**config.mk**
```make
export PLATFORM = sky130hd
export DESIGN_NAME = vram_fetch_sched_flat
export DESIGN_NICKNAME = d
export VERILOG_FILES = /design/src/rtl/vram_fetch_sched_if.sv /design/src/rtl/vram_fetch_sched.sv /design/src/flat_wrapper.sv
export SDC_FILE = /design/constraint.sdc
export NUM_CORES = 1
export LEC_CHECK = 0
export ABC_AREA = 0
export CAP_MARGIN = 10
export CORE_MARGIN = 10
export CORE_UTILIZATION = 25
export DETAILED_ROUTE_END_ITERATION = 7
export GPL_TIMING_DRIVEN = 1
export PLACE_DENSITY = 0.53
export SLEW_MARGIN = 25
export SYNTH_ARGS = -nofsm -noshare
export SYNTH_HDL_FRONTEND = slang
export SYNTH_SLANG_ARGS = --single-unit
```
**constraint.sdc**
```tcl
create_clock -name clkmux -period 4.4 [get_ports clkmux]
set_input_delay 0.88 -clock clkmux [delete_from_list [all_inputs] [get_ports clkmux]]
set_output_delay 0.88 -clock clkmux [all_outputs]
set_load 0.005 [all_outputs]
```
**src/rtl/vram_fetch_sched_if.sv**
```systemverilog
// Video-memory port and host-requester bundle for the fetch scheduler.
interface vram_fetch_sched_if;
  logic [15:0] mem_addr;
  logic        mem_rd;
  logic        mem_we;
  logic [7:0]  mem_wdata;
  logic [7:0]  mem_rdata;
  logic        host_req;
  logic        host_we;
  logic [15:0] host_addr;
  logic [7:0]  host_wdata;
  logic        host_ack;
  logic        host_rvalid;
  logic [7:0]  host_rdata;

  // Scheduler side: drives the memory port and answers the host.
  modport master (
    output mem_addr, mem_rd, mem_we, mem_wdata,
    input  mem_rdata,
    input  host_req, host_we, host_addr, host_wdata,
    output host_ack, host_rvalid, host_rdata
  );

  // Environment side: memory and host requester.
  modport slave (
    input  mem_addr, mem_rd, mem_we, mem_wdata,
    output mem_rdata,
    output host_req, host_we, host_addr, host_wdata,
    input  host_ack, host_rvalid, host_rdata
  );
endinterface

```
**src/rtl/vram_fetch_sched.sv**
```systemverilog
// Time-slot scheduler for the single video-memory port: three display
// fetches per 8-pixel character cell, all remaining slots go to the host.
module vram_fetch_sched #(
  parameter int unsigned COLS        = 80,
  parameter int unsigned ROWS_PER_CH = 16,
  parameter logic [15:0] CELL_BASE   = 16'hC000,
  parameter logic [15:0] ATTR_BASE   = 16'h8000,
  parameter logic [15:0] FONT_BASE   = 16'h7000
) (
  input  logic       clkmux,
  input  logic       act_reset,
  input  logic       is_blank,
  input  logic       is_linestart,
  input  logic       frame_start,
  vram_fetch_sched_if.master bus,
  output logic [7:0] glyph_bits,
  output logic [7:0] glyph_attr,
  output logic       glyph_load
);

  localparam logic [2:0] SLOT_CELL  = 3'd0;
  localparam logic [2:0] SLOT_ATTR  = 3'd1;
  localparam logic [2:0] SLOT_FONT  = 3'd2;
  localparam logic [2:0] SLOT_GLYPH = 3'd3;
  localparam logic [2:0] SLOT_PREP  = 3'd6;
  localparam logic [2:0] SLOT_LOAD  = 3'd7;

  logic [2:0]  slot;
  logic        cell_ok;     // current cell fetch started at slot 0 and not yet blanked/aborted
  logic [13:0] text_addr;
  logic [13:0] line_base;
  logic [3:0]  glyph_row;
  logic [7:0]  char_reg;
  logic [7:0]  attr_reg;
  logic [7:0]  font_reg;
  logic [15:0] last_addr;
  logic [7:0]  last_wdata;
  logic [7:0]  rdata_hold;
  logic        host_rd_q;
  logic        disp_fetch;
  logic [15:0] disp_addr;
  logic        ack;

  // Display fetch decode for the current slot.
  always_comb begin
    disp_fetch = 1'b0;
    disp_addr  = last_addr;
    if (!act_reset && !is_blank) begin
      case (slot)
        SLOT_CELL: begin
          disp_fetch = 1'b1;
          disp_addr  = CELL_BASE + {2'b00, text_addr};
        end
        SLOT_ATTR: begin
          disp_fetch = cell_ok;
          disp_addr  = ATTR_BASE + {2'b00, text_addr};
        end
        SLOT_FONT: begin
          disp_fetch = cell_ok;
          disp_addr  = FONT_BASE + {4'b0000, char_reg, glyph_row};
        end
        default: ;
      endcase
    end
  end

  // Memory port mux: display fetch wins, otherwise a waiting host gets the slot.
  always_comb begin
    ack             = !act_reset && bus.host_req && !disp_fetch;
    bus.host_ack    = ack;
    bus.mem_rd      = disp_fetch || (ack && !bus.host_we);
    bus.mem_we      = ack && bus.host_we;
    bus.mem_addr    = disp_fetch ? disp_addr : (ack ? bus.host_addr : last_addr);
    bus.mem_wdata   = (ack && bus.host_we) ? bus.host_wdata : last_wdata;
    bus.host_rvalid = host_rd_q;
    bus.host_rdata  = host_rd_q ? bus.mem_rdata : rdata_hold;
  end

  // Slot counter and per-cell fetch validity.
  always_ff @(posedge clkmux or posedge act_reset) begin
    if (act_reset) begin
      slot    <= '0;
      cell_ok <= 1'b0;
    end else begin
      slot <= is_linestart ? '0 : slot + 3'd1;
      if (is_linestart)
        cell_ok <= 1'b0;
      else if (slot == SLOT_CELL)
        cell_ok <= !is_blank;
      else
        cell_ok <= cell_ok && !is_blank;
    end
  end

  // Capture fetched bytes and present the glyph at slot 7.
  always_ff @(posedge clkmux or posedge act_reset) begin
    if (act_reset) begin
      char_reg   <= '0;
      attr_reg   <= '0;
      font_reg   <= '0;
      glyph_bits <= '0;
      glyph_attr <= '0;
      glyph_load <= 1'b0;
    end else begin
      if (cell_ok && slot == SLOT_ATTR)  char_reg <= bus.mem_rdata;
      if (cell_ok && slot == SLOT_FONT)  attr_reg <= bus.mem_rdata;
      if (cell_ok && slot == SLOT_GLYPH) font_reg <= bus.mem_rdata;
      // Registered one slot early so the load pulse and data appear during slot 7.
      glyph_load <= (slot == SLOT_PREP) && cell_ok && !is_blank && !is_linestart;
      if ((slot == SLOT_PREP) && cell_ok && !is_blank && !is_linestart) begin
        glyph_bits <= font_reg;
        glyph_attr <= attr_reg;
      end
    end
  end

  // Text address, line base and glyph row counters.
  always_ff @(posedge clkmux or posedge act_reset) begin
    if (act_reset) begin
      text_addr <= '0;
      line_base <= '0;
      glyph_row <= '0;
    end else if (frame_start) begin
      text_addr <= '0;
      line_base <= '0;
      glyph_row <= '0;
    end else if (is_linestart) begin
      if (glyph_row == 4'(ROWS_PER_CH - 1)) begin
        glyph_row <= '0;
        line_base <= line_base + 14'(COLS);
        text_addr <= line_base + 14'(COLS);
      end else begin
        glyph_row <= glyph_row + 4'd1;
        text_addr <= line_base;
      end
    end else if (slot == SLOT_LOAD && glyph_load) begin
      text_addr <= text_addr + 14'd1;
    end
  end

  // Idle-hold registers and host read return.
  always_ff @(posedge clkmux or posedge act_reset) begin
    if (act_reset) begin
      last_addr  <= '0;
      last_wdata <= '0;
      rdata_hold <= '0;
      host_rd_q  <= 1'b0;
    end else begin
      if (bus.mem_rd || bus.mem_we) last_addr  <= bus.mem_addr;
      if (bus.mem_we)               last_wdata <= bus.mem_wdata;
      if (host_rd_q)                rdata_hold <= bus.mem_rdata;
      host_rd_q <= ack && !bus.host_we;
    end
  end

endmodule

```
**src/flat_wrapper.sv**
```systemverilog
// flat-port wrapper written by rule: the top's interface ports become plain ports
module vram_fetch_sched_flat 
#(
  parameter int unsigned COLS        = 80,
  parameter int unsigned ROWS_PER_CH = 16,
  parameter logic [15:0] CELL_BASE   = 16'hC000,
  parameter logic [15:0] ATTR_BASE   = 16'h8000,
  parameter logic [15:0] FONT_BASE   = 16'h7000
)
  (clkmux, act_reset, is_blank, is_linestart, frame_start, glyph_bits, glyph_attr, glyph_load, bus_mem_addr, bus_mem_rd, bus_mem_we, bus_mem_wdata, bus_mem_rdata, bus_host_req, bus_host_we, bus_host_addr, bus_host_wdata, bus_host_ack, bus_host_rvalid, bus_host_rdata);
  vram_fetch_sched_if bus_i ();
  input  logic clkmux;
  input  logic act_reset;
  input  logic is_blank;
  input  logic is_linestart;
  input  logic frame_start;
  output logic [7:0] glyph_bits;
  output logic [7:0] glyph_attr;
  output logic glyph_load;
  output wire logic [$bits(bus_i.mem_addr)-1:0] bus_mem_addr;
  output wire logic [$bits(bus_i.mem_rd)-1:0] bus_mem_rd;
  output wire logic [$bits(bus_i.mem_we)-1:0] bus_mem_we;
  output wire logic [$bits(bus_i.mem_wdata)-1:0] bus_mem_wdata;
  input wire logic [$bits(bus_i.mem_rdata)-1:0] bus_mem_rdata;
  input wire logic [$bits(bus_i.host_req)-1:0] bus_host_req;
  input wire logic [$bits(bus_i.host_we)-1:0] bus_host_we;
  input wire logic [$bits(bus_i.host_addr)-1:0] bus_host_addr;
  input wire logic [$bits(bus_i.host_wdata)-1:0] bus_host_wdata;
  output wire logic [$bits(bus_i.host_ack)-1:0] bus_host_ack;
  output wire logic [$bits(bus_i.host_rvalid)-1:0] bus_host_rvalid;
  output wire logic [$bits(bus_i.host_rdata)-1:0] bus_host_rdata;
  assign bus_mem_addr = bus_i.mem_addr;
  assign bus_mem_rd = bus_i.mem_rd;
  assign bus_mem_we = bus_i.mem_we;
  assign bus_mem_wdata = bus_i.mem_wdata;
  assign bus_i.mem_rdata = bus_mem_rdata;
  assign bus_i.host_req = bus_host_req;
  assign bus_i.host_we = bus_host_we;
  assign bus_i.host_addr = bus_host_addr;
  assign bus_i.host_wdata = bus_host_wdata;
  assign bus_host_ack = bus_i.host_ack;
  assign bus_host_rvalid = bus_i.host_rvalid;
  assign bus_host_rdata = bus_i.host_rdata;
  vram_fetch_sched #(.COLS(COLS), .ROWS_PER_CH(ROWS_PER_CH), .CELL_BASE(CELL_BASE), .ATTR_BASE(ATTR_BASE), .FONT_BASE(FONT_BASE)) u_core (.clkmux(clkmux), .act_reset(act_reset), .is_blank(is_blank), .is_linestart(is_linestart), .frame_start(frame_start), .bus(bus_i), .glyph_bits(glyph_bits), .glyph_attr(glyph_attr), .glyph_load(glyph_load));
endmodule
```
# == After elaboration in Yosys (flattened, before gate mapping) ==
# Index checks and enable logic that the tools add are counted.
# op_classes
bitwise_logic,0
muxes,20
n_mul,0
eq_ne,6
n_div,0
shifts,0
n_reduce_logical,24
add_sub_neg,7
magnitude_cmp,0
# op_table
cell,n
$mux 14,6
$mux 16,3
$pmux 16 s3,1
$add 15x12->16 const A,1
$add 15x15->16 const A,1
$add 16x14->16 const A,1
$mux 8,2
$add 14x1->14 const B,1
$add 14x7->14 const B,1
$logic_and 1x1->1,13
$mux 4,3
$eq 3x2->1 const B,2
$eq 3x3->1 const B,2
$logic_not 1->1,5
$add 4x1->4 const B,1
$eq 4x4->1 const B,1
$add 3x1->3 const B,1
$eq 3x1->1 const B,1
$logic_not 3->1,1
$mux 1,3
$mux 3,1
$reduce_bool 3->1,1
$logic_or 1x1->1,2
$pmux 1 s2,1
other kinds (2),2
# totals
latch_bits,0
wordCells,72
output_inout_bits,53
n_memories,0
romBits,0
reg_bits,110
ramBits,0

# == Logic depth before layout (Yosys ltp) ==
# Gate-level depths: netlist of run 1.
# logic_depth
word_depth,9
mapped_depth,7
ltp_nobuf,6

# == Worst setup path before layout of run 1 ==
# No wires, ideal clock.
# synth_path
kind,input to output
startpoint,in is_blank
endpoint,out bus_mem_wdata[0]
path_slack_ns,1.614
required_ns,3.520
stages,5
arrival_ns,1.906
n_path_buf,1
path_cell_list,nor3_1 -> o21ai_4 -> nand3_4 -> buf_6 -> mux2_1
# synth_via
elab_chain_cells,7
# synth_rtl
item,line_no,source
start: declaration,flat_wrapper.sv:14,input logic is_blank;
$logic_not 1->1,vram_fetch_sched.sv:48,if (!act_reset && !is_blank) begin
$logic_and 1x1->1,vram_fetch_sched.sv:48,
$mux 1,vram_fetch_sched.sv:48,
$logic_not 1->1,vram_fetch_sched.sv:69,ack = !act_reset && bus.host_req && !disp_fetch;
$logic_and 1x1->1,vram_fetch_sched.sv:69,
$logic_and 1x1->1,vram_fetch_sched.sv:74,bus.mem_wdata = (ack && bus.host_we) ? bus.host_wdata : last_wdata;
$mux 8,vram_fetch_sched.sv:74,
end: declaration,flat_wrapper.sv:23,output wire logic [$bits(bus_i.mem_wdata)-1:0] bus_mem_wdata;
# Every way passes these cells.

# == Final worst setup path of run 1 ==
# layout_path
startpoint,reg u_core.slot[1]
endpoint,out bus_mem_wdata[0]
# layout_via
elab_chain_cells,8
# layout_rtl
item,line_no,source
start: declaration,vram_fetch_sched.sv:28,logic [2:0] slot;
start signal: assignment,vram_fetch_sched.sv:85,slot <= is_linestart ? '0 : slot + 3'd1;
$eq 3x2->1 / $eq 3x1->1 (equally long branches),vram_fetch_sched.sv:49,case (slot)
$reduce_or 2->1 (no source line),n/a,
$pmux 1 s2 (*),vram_fetch_sched.sv:49,
$mux 1 (*),vram_fetch_sched.sv:48,
$logic_not 1->1 (*),vram_fetch_sched.sv:69,
$logic_and 1x1->1 (*),vram_fetch_sched.sv:69,
$logic_and 1x1->1 (*),vram_fetch_sched.sv:74,
$mux 8 (*),vram_fetch_sched.sv:74,
# Mark *: on every way between the ends. The rest lies on a longest branch, timed or not.

==> results of run 1 <==
[logic make-up after synthesis]
kind of cell,after synthesis
flops,106
xor+xnor,22
simple gates,104
fa+ha+maj,9
buf+inv,40
mux,82
compound gates,83
[synthesized netlist by cell type, types with 2 or more instances]
cell type,number,area (um^2)
dfrtp_1,106,2653
mux2_2,55,619.3
a21oi_1,41,205.2
nor2_1,25,93.84
mux2i_1,18,180.2
nor3_1,17,85.08
nand2_1,16,60.06
xnor2_1,16,140.1
a221oi_1,13,113.9
inv_1,13,48.80
clkbuf_1,11,41.29
buf_2,10,50.05
nand3_1,10,50.05
ha_1,9,112.6
mux2_1,9,101.4
nand4_1,8,50.05
xor2_1,6,52.55
a211oi_1,5,37.54
o21ai_0,5,25.02
and3_1,4,25.02
nor2b_1,4,25.02
nor4_2,4,50.05
or3_1,4,25.02
a31oi_1,3,18.77
buf_1,3,11.26
buf_6,3,33.78
nor4_1,3,18.77
o21a_1,3,22.52
a21boi_1,2,15.01
a311o_1,2,20.02
o31ai_1,2,15.01
or2_2,2,12.51
[worst paths after layout]
check,start,endpoint,cells past startpoint
setup reg to reg,u_core.slot[1],u_core.last_wdata[7],6
max in group asynchronous,act_reset,u_core.last_addr[6],3
hold reg to reg,u_core.slot[0],u_core.slot[0],1
hold / removal,u_core.slot[0],u_core.slot[0],1
min in group asynchronous,act_reset,u_core.attr_reg[3],2
setup / recovery,u_core.slot[1],bus_mem_wdata[0],7
[critical path: stages, from the launching register on]
cell and delay, ps:
dfrtp_1 380, inv_1 90, ha_1 230, o21a_1 230, o21ai_4 680, nand3_4 360
mux2_1 410, clkdlybuf4s50_1 460
[cell type report]
| cell class | instances | area [um^2] |
|---|---|---|
| fill | 2046 | 13640 |
| sequential | 106 | 2653 |
| multi-input combinational | 300 | 2333 |
| timing repair buffer | 100 | 1005 |
| tap | 270 | 337.8 |
| clock buffer | 10 | 229.0 |
| inverter | 13 | 51.30 |
| clock inverter | 6 | 50.05 |
[per-layer routing]
layer	share of wire (%)	global-route usage, %	up-vias
li1	-	-	1787
met1	46	12.87	1776
met2	47	15.92	70
met3	4.9	2.378	14
met4	1.8	4.184	0
met5	0	0	-
[power by group through the flow]
stage	clock network, mW	registers [mW]	logic, mW
2_1_floorplan	0	1.19	0.275
3_3_place_gp	0	1.23	0.506
3_5_place_dp	0	1.23	0.517
4_1_cts	0.803	1.21	0.520
5_1_grt	0.844	1.23	0.561
6_report	0.772	1.21	0.506
[per-stage QoR]
step / power [mW] / hold WS (ps) / util, % / area (um^2) / worst slack (ps)
floorplan: 1.465 / 450.4 / - / 5169 / 731.1
global placement: 1.736 / 473.2 / 31.35 / 6364 / 342.5
detailed placement: 1.750 / 480.8 / 31.35 / 6364 / 316.2
CTS: 2.537 / 493.8 / 32.72 / 6643 / 293.2
global route: 2.634 / 512.5 / 32.80 / 6659 / 80.99
finish: 2.486 / 484.2 / 32.80 / 6659 / 328.4
==> flow_summary.ini, run 1 <==
[finish]
antenna_cells = 0
top_regs = u_core.last_addr: 16 flops, u_core.text_addr: 14 flops, u_core.line_base: 10 flops
syn2layout_area_growth_pct = 28.83
layout_common_cells = 106 x dfrtp_1, 91 x clkdlybuf4s50_1, 55 x mux2_2
fin_nets = 578
finalNonFillerCells = 805
top_register = u_core.last_addr
drive_gt1_share_pct = 17.57
largest_register_ffs = 16
final_common_cell = dfrtp_1

[place]
io_buffer_count = 91
dp_hpwl_mm = 9.770
routabilityCongestion = 0.7769
dpl.cell_count = 787

[cts]
clkTransAtPathRegs_ps = 70
ctsHoldBuffers = 0
cts_root_buffer = clkbuf_16
postCtsSetupBuffers = 0
clock_sinks = 106
post_cts_resized = 0
clock_latency_ps = 350
numCtsBuffers = 9
htree_num_levels = 3
cts_tree = done
clockBufferDepth = 2

[synth]
synthAdderAreaFrac_pct = 2.179
synth_nets = 494
syn_inst = 446
synth-main-ff-cell = dfrtp_1
syn_area_um2 = 5169
async_flop_share_pct = 100.0
ys_seq_area_share_pct = 51.32
synth_top_family_by_area = multiplexers
synth_xor_area_share_pct = 3.728
synth.distinct_cells = 46
synth_edf_count = 0
synthMuxAreaShare_pct = 17.43
syn_avg_cell_area_um2 = 11.59
yosysWarnings = 0
synth-simple-area-share_pct = 11.16
synth_compound_area_share_pct = 10.60
synth-seq-cells = 106

[timing]
rsz0062_at_grt = no
period_share_pct = 92.54
fin_crit_ps = 4072
max_freq_mhz = 245.6
skew_ps = 7.181
final.setup.tns_ps = 0
finalHoldViolCount = 0
setup_violations = 0
worstMarginPinSlew_ps = 877.9
slew_viol_final = 0
max_slew_margin_pct = 41.25

[global_route]
grt-ovfl-total = 0
antenna_found_initial = 0
grt_usage_pct = 10.05
grt_pass1_vias = 3831
grt_pass1_wl_mm = 21.39
grt_max_degree = 60

[critical_path]
critical_path_required_ps = 3520
worstSetupEndpointType = output pin
cp.arrival_ps = 3190
critPathLaunchType = register
crit_path_max_fanout = 36
critPathKind = register to output pin
r2r_slack_ps = 1910

[route]
viasPerCell = 4.530
antenna_left = 0
vias = 3647
wl_per_cell_um = 16.24
drt_iter0_markers = 215
post-route-drc-count = 0
routed_wl_mm = 13.07
first_pass_iters = 4

[hold_path]
hp-class = register to register

[power_and_ir_drop]
power_switching_mw = 0.6665
vdd_ir_drop_max_mv = 0.1586
switching_share_pct = 26.81
p_leak_nw = 2.676
power.density_nw_per_um2 = 373.3
intPower_mw = 1.819
p_clk_share_pct = 31.0
combinationalPowerShare_pct = 20.4
power_frac_seq_pct = 48.6

[floorplan]
die_area_um2 = 26830
dieHeight_um = 163.8
ios = 92
die_x_um = 163.8
rows = 52
core_um2 = 20300
start_util_pct = 25.46

[run_status]
status = finished clean

[job]
cap_violations = 0
No activity file was read; power rests on OpenSTA's default activity.
==> inputs of run 2 (changes only) <==
Settings changed: CORE_ASPECT_RATIO set to 1.2, CORE_MARGIN 10 to 8.
==> flow_summary.ini, run 2 (synthesis results as in run 1) <==
[cts]
htree_num_levels = 3
cts_root_buffer = clkbuf_16
postCtsSetupBuffers = 0
ctsHoldBuffers = 0
clkTransAtPathRegs_ps = 80
cts_tree = done
numCtsBuffers = 9
clockBufferDepth = 2
clock_sinks = 106
clock_latency_ps = 360
post_cts_resized = 0

[route]
antenna_left = 0
wl_per_cell_um = 16.40
drt_iter0_markers = 201
routed_wl_mm = 13.17
first_pass_iters = 4
post-route-drc-count = 0
viasPerCell = 4.580
vias = 3678

[floorplan]
rows = 57
die_area_um2 = 25550
die_x_um = 147.3
dieHeight_um = 173.5
start_util_pct = 25.52
core_um2 = 20250
ios = 92

[finish]
layout_common_cells = 106 x dfrtp_1, 91 x clkdlybuf4s50_1, 55 x mux2_2
multiInputGateArea_um2 = 2333
fin_nets = 581
largest_register_ffs = 16
design_area_um2 = 6663
syn2layout_area_growth_pct = 28.90
top_regs = u_core.last_addr: 16 flops, u_core.text_addr: 14 flops, u_core.line_base: 10 flops
fillers = 2049
drive_gt1_share_pct = 18.22
seqCellArea_um2 = 2653
top_register = u_core.last_addr
antenna_cells = 0
final_common_cell = dfrtp_1

[critical_path]
critical_path_required_ps = 3520
critPathLaunch = u_core.slot[0]
critPathKind = register to output pin
critPathLaunchType = register
worstSetupEndpointType = output pin
slowest_delay_ps = 670
worst-path-buf-inv = 2
crit_family = compound AO/OA/AOI/OAI gates
crit_slowest_cell = o21ai_4
crit_path_max_fanout = 32
cp.arrival_ps = 3200
reg2reg_from = u_core.slot[0]
path_cells = inv_1 -> ha_1 -> o21a_1 -> o21ai_4 -> nand3_4 -> mux2_1 -> clkdlybuf4s50_1

[power_and_ir_drop]
power.density_nw_per_um2 = 379.7
power_switching_mw = 0.6995
switching_share_pct = 27.65
power_frac_seq_pct = 47.9
combinationalPowerShare_pct = 20.1
p_leak_nw = 2.694
vdd_ir_drop_max_mv = 0.1964
p_clk_share_pct = 32.0
intPower_mw = 1.830

[timing]
max_slew_margin_pct = 34.65
skew_ps = 9.445
fin_crit_ps = 4079
setup_violations = 0
worstMarginPinSlew_ps = 980.2
slew_viol_final = 0
finalHoldViolCount = 0
max_freq_mhz = 245.2
final.setup.tns_ps = 0
rsz0062_at_grt = no
setup_ws_ps = 321.5
period_share_pct = 92.69

[place]
post_dp_cell_area_um2 = 6370
routabilityCongestion = 0.8305
dp_hpwl_mm = 9.850
io_buffer_count = 91
dp_slack_ps = 380.5

[job]
cap_violations = 0

[run_status]
status = finished clean

[global_route]
grt-ovfl-total = 0
grt_max_degree = 73
grt_pass1_wl_mm = 21.12
grt_pass1_vias = 3829
grt_usage_pct = 10.45
antenna_found_initial = 0

[hold_path]
holdCritStartpoint = u_core.rdata_hold[6]
hp-class = register to register
[run 2: final timing paths]
path	cells past startpoint	endpoint	slack, ps
worst min register to register	1	u_core.rdata_hold[6]	500
worst max register to register	6	u_core.last_wdata[7]	1900
min in group asynchronous	2	u_core.slot[2]	1150
worst min-delay path	1	u_core.rdata_hold[6]	500
max in group asynchronous	3	u_core.font_reg[3]	2450
worst max-delay path	7	bus_mem_wdata[6]	320
[run 2: power groups by stage]
stage	Clock, mW	Sequential [mW]	Combinational (mW)
2_1_floorplan	0	1.19	0.275
3_3_place_gp	0	1.23	0.509
3_5_place_dp	0	1.23	0.519
4_1_cts	0.836	1.21	0.522
5_1_grt	0.878	1.23	0.561
6_report	0.810	1.21	0.509
[run 2: metal layers]
layer	GRT usage [%]	up-vias	share of wire [%]	wire, um
met3	2.533	17	4.7	616
met4	4.342	0	1.9	248
met5	0	-	0	0
met2	17.44	83	50	6533
li1	-	1791	-	-
met1	12.59	1787	44	5771
[run 2: through the flow]
step	util [%]	hold WS [ps]	instances	power, mW
after floorplan	-	450.4	446	1.465
final	32.89	503.2	803	2.530
after CTS	32.89	507.0	803	2.572
after detailed placement	31.45	489.0	787	1.753
after global routing	32.89	519.3	803	2.669
after global placement	31.45	472.8	787	1.740
[run 2: area by class of cell]
| class | instances | area share, % |
|---|---|---|
| flip-flops and latches | 106 | 39.81 |
| multi-input cells | 300 | 35.02 |
| repair buffers | 103 | 15.02 |
| well taps | 265 | 4.977 |
| clock buffers | 9 | 3.380 |
| clock inverters | 7 | 1.014 |
| inverters | 13 | 0.7700 |
[run 2: worst reg2reg max path, stage by stage, from the launching register on]
cell     delay, ps
dfrtp_1        410
inv_1           80
ha_1           230
o21a_1         210
o21ai_4        670
nand3_4        370
mux2_1         410
==> inputs of run 3 (changes only) <==
Settings changed: CELL_PAD_IN_SITES_DETAIL_PLACEMENT set to 1, CELL_PAD_IN_SITES_GLOBAL_PLACEMENT set to 1, CORE_MARGIN 8 to not set, CTS_CLUSTER_SIZE set to 30, PLACE_DENSITY 0.53 to 0.61.
==> flow_summary.ini, run 3 (synthesis results as in run 1) <==
[timing]
max_freq_mhz = 241.9
slew_viol_final = 0
max_slew_margin_pct = 34.55
rsz0062_at_grt = no
fin_crit_ps = 4133
period_share_pct = 93.94
finalHoldViolCount = 0
final.setup.tns_ps = 0
worstMarginPinSlew_ps = 981.8
skew_ps = 5.744
setup_violations = 0

[job]
cap_violations = 0

[critical_path]
r2r_cells = 6
crit_path_max_fanout = 36
critPathLaunchType = register
critical_path_required_ps = 3520
cp.arrival_ps = 3250
critPathKind = register to output pin
r2r-end = u_core.last_wdata[7]
worstSetupEndpointType = output pin
r2r_slack_ps = 1840
reg2reg_from = u_core.slot[0]

[finish]
fin_nets = 580
final_common_cell = dfrtp_1
drive_gt1_share_pct = 18.06
layout_common_cells = 106 x dfrtp_1, 91 x clkdlybuf4s50_1, 55 x mux2_2
top_regs = u_core.last_addr: 16 flops, u_core.text_addr: 14 flops, u_core.line_base: 10 flops
antenna_cells = 0
seqCellArea_um2 = 2653
multiInputGateArea_um2 = 2333
syn2layout_area_growth_pct = 28.88
top_register = u_core.last_addr
largest_register_ffs = 16
fillers = 2249
final_util_pct = 32.89

[global_route]
grt_max_degree = 59
grt_pass1_wl_mm = 22.26
grt_pass1_vias = 4093
antenna_found_initial = 0
grt-ovfl-total = 0
grt_usage_pct = 13.46

[cts]
clock_sinks = 106
clock_latency_ps = 360
post_cts_resized = 0
postCtsSetupBuffers = 0
cts_root_buffer = clkbuf_16
cts_tree = done
clockBufferDepth = 2
ctsHoldBuffers = 0
htree_num_levels = 3
clkTransAtPathRegs_ps = 70
numCtsBuffers = 9

[run_status]
status = finished clean

[floorplan]
die_area_um2 = 21260
core_um2 = 20250
start_util_pct = 25.52
rows = 57
dieHeight_um = 159.5
die_x_um = 133.3
ios = 92

[place]
routabilityCongestion = 0.7754
dp_hpwl_mm = 10.11
io_buffer_count = 91

[route]
viasPerCell = 4.677
antenna_left = 0
drt_iter0_markers = 145
routed_wl_mm = 13.38
first_pass_iters = 4
vias = 3751
post-route-drc-count = 0
wl_per_cell_um = 16.68

[hold_path]
min_to = u_core.rdata_hold[1]
hp-class = register to register
holdPathStages = 1
holdCritStartpoint = u_core.rdata_hold[1]

[power_and_ir_drop]
vdd_ir_drop_max_mv = 0.1983
power.density_nw_per_um2 = 376.8
p_leak_nw = 2.690
-- run 3: per-layer routing --
layer	part of all wire (%)	track usage, %
met1	43	16.75
met2	51	22.73
met3	3.8	3.025
met4	1.9	4.752
met5	0	0
-- run 3: how the worst max path moves through the flow --
stage | from | endpoint | slack [ps] | cells past startpoint
after floorplan | act_reset | u_core.attr_reg[0] | 730 | 1
after global placement | act_reset | bus_mem_wdata[1] | 400 | 6
after detailed placement | act_reset | bus_mem_wdata[7] | 360 | 6
after CTS | u_core.slot[0] | bus_mem_wdata[7] | 240 | 7
after global routing | u_core.slot[0] | bus_mem_wdata[5] | 20 | 7
final | u_core.slot[0] | bus_mem_wdata[7] | 270 | 7
-- run 3: through the flow --
step                      cells  hold WS, ps  cell area, um^2  power [mW]  worst slack (ps)
after global placement      786        473.4             6375       1.730             401.3
after detailed placement    786        489.4             6375       1.754             356.9
after floorplan             446        450.4             5169       1.465             731.1
final                       802        504.0             6661       2.510             266.6
after global routing        802        513.4             6661       2.653             19.44
after CTS                   802        507.5             6661       2.551             238.3
-- run 3: critical path: stages, from the launching register on --
cell and delay [ps]:
dfrtp_1 410, inv_1 80, ha_1 240, o21a_1 200
o21ai_4 710, nand3_4 370, mux2_1 420, clkdlybuf4s50_1 450
-- run 3: cell type report --
type / instances / area share, %
Clock inverter: 7 / 0.9204
Timing Repair Buffer: 102 / 15.10
Tap cell: 265 / 4.977
Sequential cell: 106 / 39.82
Inverter: 13 / 0.7701
Multi-Input combinational cell: 300 / 35.03
Clock buffer: 9 / 3.381
-- run 3: report_power, final --
group / internal, mW / switching [mW]
Sequential: 1.13 / 0.0848
Combinational: 0.304 / 0.208
Clock: 0.394 / 0.392
